<file path="src/rtl/qspi_rd_buffer.sv">
// Read-data buffer between the QSPI sample register and the AHB slave: an edge-triggered push into a FWFT FIFO on h_clk.
// Build option: define RD_BUF_BYTE_SWAP_EN to byte-reverse each word on write (flash MSB-first -> little-endian).
module qspi_rd_buffer #(
    parameter int DEPTH   = 16,
    parameter int DATA_W  = 32,
    parameter int AF_MARG = 2,
    localparam int AW     = $clog2(DEPTH)
) (
    input  logic              h_clk,
    input  logic              h_rstn,
    input  logic [DATA_W-1:0] data_sample_reg_in,
    input  logic              wr_en_in,
    input  logic              rd_en_in,
    input  logic              flush_in,
    output logic [DATA_W-1:0] rd_data_out,
    output logic              empty_out,
    output logic              full_out,
    output logic              almost_full_out,
    output logic [AW:0]       level_out,
    output logic              overflow_out,
    output logic              underflow_out
);

    localparam logic [AW:0] AF_LEVEL = (AW+1)'(DEPTH - AF_MARG);

    logic [DATA_W-1:0] mem [DEPTH];

    logic [AW:0] wr_ptr_q, wr_ptr_d;
    logic [AW:0] rd_ptr_q, rd_ptr_d;
    logic [AW:0] level_q, level_d;
    logic        empty_q, full_q, af_q;
    logic        ovf_q, ovf_d;
    logic        unf_q, unf_d;
    logic        wr_en_q;
    logic        wr_arm_q;
    logic        push, accept_push, accept_pop;
    logic [DATA_W-1:0] wr_word;

    // Handshake: wr_en_in is a level "word ready"; exactly one word is taken on each
    // rising edge of it (never while it was already high out of reset). rd_en_in pops
    // the head shown on rd_data_out whenever empty_out is low; pops on empty are ignored.
    assign push        = wr_en_in & ~wr_en_q & wr_arm_q;
    assign accept_pop  = rd_en_in & ~empty_q & ~flush_in;
    assign accept_push = push & ~flush_in & (~full_q | accept_pop);

`ifdef RD_BUF_BYTE_SWAP_EN
    always_comb begin
        wr_word = '0;
        for (int i = 0; i < DATA_W/8; i++) begin
            wr_word[8*i +: 8] = data_sample_reg_in[DATA_W-8-8*i +: 8];
        end
    end
`else
    assign wr_word = data_sample_reg_in;
`endif

    // The arm bit stays low until wr_en_in is seen low, so a level held across reset never pushes.
    always_ff @(posedge h_clk or negedge h_rstn) begin
        if (!h_rstn) begin
            wr_en_q  <= 1'b0;
            wr_arm_q <= 1'b0;
        end else begin
            wr_en_q  <= wr_en_in;
            if (!wr_en_in) wr_arm_q <= 1'b1;
        end
    end

    always_comb begin
        wr_ptr_d = wr_ptr_q;
        rd_ptr_d = rd_ptr_q;
        level_d  = level_q;
        ovf_d    = ovf_q;
        unf_d    = unf_q;
        if (flush_in) begin
            wr_ptr_d = '0;
            rd_ptr_d = '0;
            level_d  = '0;
            ovf_d    = 1'b0;
            unf_d    = 1'b0;
        end else begin
            if (accept_push)      wr_ptr_d = wr_ptr_q + 1'b1;
            else if (push)        ovf_d    = 1'b1;
            if (accept_pop)       rd_ptr_d = rd_ptr_q + 1'b1;
            else if (rd_en_in)    unf_d    = 1'b1;
            level_d = level_q + (AW+1)'(accept_push) - (AW+1)'(accept_pop);
        end
    end

    // Flags are computed from the next pointers so they change on the same edge.
    always_ff @(posedge h_clk or negedge h_rstn) begin
        if (!h_rstn) begin
            wr_ptr_q <= '0;
            rd_ptr_q <= '0;
            level_q  <= '0;
            empty_q  <= 1'b1;
            full_q   <= 1'b0;
            af_q     <= 1'b0;
            ovf_q    <= 1'b0;
            unf_q    <= 1'b0;
        end else begin
            wr_ptr_q <= wr_ptr_d;
            rd_ptr_q <= rd_ptr_d;
            level_q  <= level_d;
            empty_q  <= (wr_ptr_d == rd_ptr_d);
            full_q   <= (wr_ptr_d[AW] != rd_ptr_d[AW]) &&
                        (wr_ptr_d[AW-1:0] == rd_ptr_d[AW-1:0]);
            af_q     <= (level_d >= AF_LEVEL);
            ovf_q    <= ovf_d;
            unf_q    <= unf_d;
        end
    end

    always_ff @(posedge h_clk) begin
        if (accept_push) mem[wr_ptr_q[AW-1:0]] <= wr_word;
    end

    assign rd_data_out     = empty_q ? '0 : mem[rd_ptr_q[AW-1:0]];
    assign empty_out       = empty_q;
    assign full_out        = full_q;
    assign almost_full_out = af_q;
    assign level_out       = level_q;
    assign overflow_out    = ovf_q;
    assign underflow_out   = unf_q;

endmodule

</file>
<file path="config.mk">
export PLATFORM = sky130hd
export DESIGN_NAME = qspi_rd_buffer
export DESIGN_NICKNAME = d
export VERILOG_FILES = /design/src/rtl/qspi_rd_buffer.sv
export SDC_FILE = /design/constraint.sdc
export NUM_CORES = 1
export LEC_CHECK = 0
export BUFFER_PORTS_ARGS = -buffer_cell sky130_fd_sc_hd__buf_2
export CAP_MARGIN = 20
export CORE_UTILIZATION = 55
export DETAILED_ROUTE_END_ITERATION = 8
export HOLD_SLACK_MARGIN = 0.12
export PLACE_DENSITY = 0.79
export SLEW_MARGIN = 20
export SYNTH_ARGS = -nofsm -noshare
export SYNTH_HDL_FRONTEND = slang
export SYNTH_SLANG_ARGS = --single-unit
</file>
<file path="constraint.sdc">
create_clock -name h_clk -period 5 [get_ports h_clk]
set_input_delay 0.5 -clock h_clk [delete_from_list [all_inputs] [get_ports h_clk]]
set_output_delay 0.5 -clock h_clk [all_outputs]
set_load 0.05 [all_outputs]
</file>
== Yosys cells after proc, flatten, opt, wreduce, memory -nomap -nowiden ==
Memories as Yosys holds them, arrays and structs flattened.
Cells that the tools add are included.

* Bits in registers: 22
* Word-level logic and storage cells: 51
* Memories kept: 1
* Memory bits (writable): 512

{| class="wikitable"
|+ Memory list
! memory !! depth !! width !! rd ports !! clocked after memory_dff !! write ports !! line !! RTL
|-
| mem || 16 || 32 || 1 || 0 || 1 || 26 || <nowiki>logic [DATA_W-1:0] mem [DEPTH];</nowiki>
|}

* Reductions and logical operators: 5
* Bitwise logic cells: 11
* Eq/ne operators: 5
* Order comparisons: 1
* Muxes and demuxes: 14
* Add/sub/neg operators: 4

{| class="wikitable"
|+ Operators by type and width
! operator !! number
|-
| 32-bit two-way mux || 1
|-
| 5-bit two-way mux || 5
|-
| 5-bit by 1-bit adder with 5-bit output (second input constant) || 2
|-
| 1-bit two-way mux || 8
|-
| 1-bit AND || 6
|-
| 5-bit by 1-bit adder with 5-bit output || 1
|-
| 5-bit equality test || 1
|-
| 5-bit by 4-bit greater-or-equal comparator with 1-bit output (second input constant) || 1
|-
| 5-bit by 1-bit subtractor with 5-bit output || 1
|-
| 4-bit equality test || 1
|-
| 2-bit != test (second input constant) || 2
|-
| 1-bit NOT || 4
|-
| 2-bit AND reduction || 2
|-
| 2-bit nonzero test || 2
|-
| 1-bit logical AND || 1
|-
| 1-bit != test || 1
|-
| 1-bit OR || 1
|}

== Longest topological paths before layout ==
* Word-level depth: 9
* Depth in mapped cells: 15
* Mapped depth without buffers: 14

== Worst setup path before layout ==
Ideal clock, no wire load.

* Path type: register to register
* Start: register empty_q, in the netlist empty_out
* End: memory mem[3][0] (enable)
* Required time: 4.499 ns
* Stages on the path, launching flop included: 6
* Setup slack: 0.161 ns
* Library setup time: 0.501 ns
* Arrival time: 4.337 ns
* Path through: dfstp_2 > nand2b_1 > clkbuf_1 > a21oi_1 > inv_1 > nor4_1

* Cells in the longest elaborated chain, start to end: 7

{| class="wikitable"
|+ RTL lines
! what !! line !! RTL
|-
| from (decl) || 31 || <nowiki>logic empty_q, full_q, af_q;</nowiki>
|-
| from (signal assigned) || 104 || <nowiki>empty_q <= (wr_ptr_d == rd_ptr_d);</nowiki>
|-
| 1-bit NOT || 43 || <nowiki>assign accept_pop = rd_en_in & ~empty_q & ~flush_in;</nowiki>
|-
| 1-bit AND (2 in series) || 43 ||
|-
| 1-bit OR || 44 || <nowiki>assign accept_push = push & ~flush_in & (~full_q | accept_pop);</nowiki>
|-
| 1-bit AND || 44 ||
|-
| 1-bit two-way mux || 114 || <nowiki>if (accept_push) mem[wr_ptr_q[AW-1:0]] <= wr_word;</nowiki>
|-
| 1-bit two-way mux (not written as such) || 114 ||
|-
| to (decl) || 26 ||
|}

Every way passes these cells.

== Worst setup path after layout ==
* Start: register rd_ptr_q[0]
* End: output port rd_data_out[13]

* Cells in the longest elaborated chain, start to end: 2

{| class="wikitable"
|+ RTL lines
! what !! line !! RTL
|-
| from (decl) || 29 || <nowiki>logic [AW:0] rd_ptr_q, rd_ptr_d;</nowiki>
|-
| from (signal assigned) || 102 || <nowiki>rd_ptr_q <= rd_ptr_d;</nowiki>
|-
| memory 16 x 32 bit || - ||
|-
| 32-bit two-way mux || 117 || <nowiki>assign rd_data_out = empty_q ? '0 : mem[rd_ptr_q[AW-1:0]];</nowiki>
|-
| to (decl) || 15 || <nowiki>output logic [DATA_W-1:0] rd_data_out,</nowiki>
|}

Every way passes these cells.

==> impl_metrics.toml <==
[status]
outcome = "finished, final reports clean"

[yosys]
synth.most_common_cell = "edfxtp_1"
synth_commonest_cells = "edfxtp_1, mux4_2, nor2b_1"
syn_area_per_cell_um2 = 23.5
synth_simple_gate_area_frac = 0.0233
synthArstFlopShare = 0.0412
synth_fp_nets = 930
synth_top_family_by_area = "multiplexers"
synth_top_area_frac = 0.742
yosys.area.top_type = "edfxtp_1"
muxShareOfSynthArea = 0.175
ys_top_cells_by_area = "edfxtp_1, mux4_2, dfrtp_1"
yosysWarnings = 0
synth.yosys.seq_area_share = 0.769
ys_ff_latch = 534
yosys.cell_types.count = 33
synth_compound_area_frac = 0.00447
synth_area_mm2 = 0.0207
synth_edf_count = 512
synthCells = 882
synth_fa_ha_area_frac = 0.00701
synth_xor_area_frac = 0.00761
ys.flop_type = "edfxtp_1"

[cells_and_area]
nNetsFinal = 1044
finalNonFillerCells = 1544
drive_gt1_frac = 0.351
fillers = 2367
area_growth_pct = 13.9

[global_routing]
grt_pass1_vias = 9886
grt_max_degree = 53
grt_usage = 0.241
grtUsageMet3 = 0.0450
busiest_layer = "met2"
antenna_found_initial = 2
grt_overflow_total = 0
grt_util_met1 = 0.325
grt_pass1_wl_um = 65000
use_met2 = 0.402

[cts]
ctsRootBufferMaster = "clkbuf_16"
cts_setup_buffers = 0
cts_tree = "yes"
htreeDepth = 2
numCtsBuffers = 52
cts.clk_slew.worst_paths_ps = 60
cts.sinks = 534
clk-insertion-delay-late_ps = 560
clockBufferDepth = 3
postCtsHoldBufs = 2
cts_resized = 0

[power_and_ir_drop]
power_density_mw_per_mm2 = 417
vdd_drop_max_v = 0.000340
cellLeakagePower_nw = 7.44
total_power_w = 0.00983

[die]
die_x_um = 196
dieArea_mm2 = 0.0384
die_h_um = 196
start_util = 0.562
io_pins = 79
rows = 70
coreArea_mm2 = 0.0369

[sta]
fin_ws_ps = 1070
fin_worst_skew_ps = 14.0
relSlewSlack = 0.259
fin_tns_setup_ps = 0
setup_viol = 0
hold_viol = 0
worstMarginPinSlew_ps = 1110
max_freq_mhz = 254
drv_slew = 0
final.min_clock_period_ps = 3930
rsz0062_at_grt = "false"
layout_worst_path_cycle_share = 0.786

[setup_path]
critPathRequiredTime_ps = 4500
critical_path.endpoint_type = "output pin"
path_max_fanout = 39
setup.worst_path.start_class = "flip-flop"
r2r_setup_slack_ps = 1950
reg2reg_to = "almost_full_out"
path_class = "reg2out"
r2r-start = "empty_out"
critPathArrivalTime_ps = 3430
reg2reg_depth = 14

[detailed_routing]
routed-via-count = 9594
ant_nets = 0
vias_per_cell = 6.21
first_iter_violations = 1000
wl_um = 45000
wl_per_cell_um = 29.1
first_pass_iters = 5
drc = 0

[placement]
pre_cts_ws_ps = 1580
dp_hpwl_um = 22500
numPlacedInstances = 1444
port-buffer-count = 78
routabilityCongestion = 0.757

[min_path]
hold_depth = 3
hp-start = "rd_en_in"
min_path_type = "in2reg"
min_to = "underflow_out"

[flow_run]
drv_cap = 0
==> final cells by class <==
type / instances / area [um^2] / area share
diodes: 3 / 7.51 / 0.000318
clock buffers: 63 / 1360 / 0.0578
clock inverters: 32 / 420 / 0.0178
inverters: 12 / 45.0 / 0.00191
multi-input cells: 290 / 4540 / 0.193
flip-flops and latches: 534 / 15900 / 0.676
well taps: 504 / 631 / 0.0267
repair buffers: 106 / 643 / 0.0273
==> power breakdown <==
part | switching, W | internal (W) | total, W
registers | 0.0000440 | 0.00493 | 0.00497
clock network | 0.00162 | 0.00246 | 0.00408
logic | 0.000456 | 0.000312 | 0.000768
==> cells by family after synthesis <==
kind of cell | count (synthesis)
adder cells (fa/ha/maj) | 11
XOR/XNOR | 18
buffers and inverters | 58
flip-flops | 534
multiplexers | 162
AND/OR/NAND/NOR | 84
AO/OA/AOI/OAI | 15
==> critical path, cell delays in order (launching register included) <==
cell     delay [ps]
dfrtp_4         980
buf_12          310
mux4_2          580
mux4_2          500
nor2b_1         180
buf_2           260
==> through the flow <==
stage               hold WS, ps  utilization  area [um^2]
floorplan                   204            -        20700
global placement            479        0.591        21800
detailed placement          488        0.591        21800
CTS                         233        0.640        23600
global route                293        0.640        23600
finish                      239        0.640        23600
==> layer usage <==
layer	up-vias	wire length [um]
li1	3944	-
met1	5047	17200
met2	514	22700
met3	87	3780
met4	2	1240
met5	-	11
==> placed cells by master, fill, tap and decap left out, types with 2 or more instances in the layout <==
cell type        n
a211oi_1         2
bufinv_16       10
mux4_2         160
nor2b_1         35
clkbuf_1        10
dfrtp_4          2
dlygate4sd3_1    2
edfxtp_1       512
nor3_1           4
buf_12           3
a31oi_1          2
ha_1            10
dfrtp_1         17
xor2_1           4
mux2i_1          2
nor2_1          18
a21o_1           3
buf_2           78
a21oi_1          7
inv_1           12
nand3_1          3
diode_2          3
buf_4           23
dfrtp_2          2
nand2b_1         2
and4_2           3
clkinvlp_4       4
clkinv_2        10
clkinv_1         6
xnor2_1         14
nand2_1          2
and2_2          10
clkbuf_16       53
==> worst max path at each step <==
| stage | to | from | cells past startpoint | slack, ps |
|---|---|---|---|---|
| 6_report | rd_data_out[13] | rd_ptr_q[0] | 5 | 1070 |
| 5_1_grt | rd_data_out[30] | rd_ptr_q[0] | 5 | 900 |
| 4_1_cts | rd_data_out[20] | rd_ptr_q[0] | 5 | 1020 |
| 3_5_place_dp | almost_full_out | flush_in | 15 | 1580 |
| 3_3_place_gp | almost_full_out | flush_in | 15 | 1660 |
| 2_1_floorplan | mem[3][0] | empty_out | 5 | 160 |
==> state kept, by name, indices dropped and copies added, names as in the netlist <==
register / cells
full_out: 1
empty_out: 1
overflow_out: 1
wr_en_q: 1
wr_ptr_q: 5
underflow_out: 1
level_out: 5
rd_ptr_q: 5
wr_arm_q: 1
almost_full_out: 1
mem: 512
(Power assumes the default switching activity.)
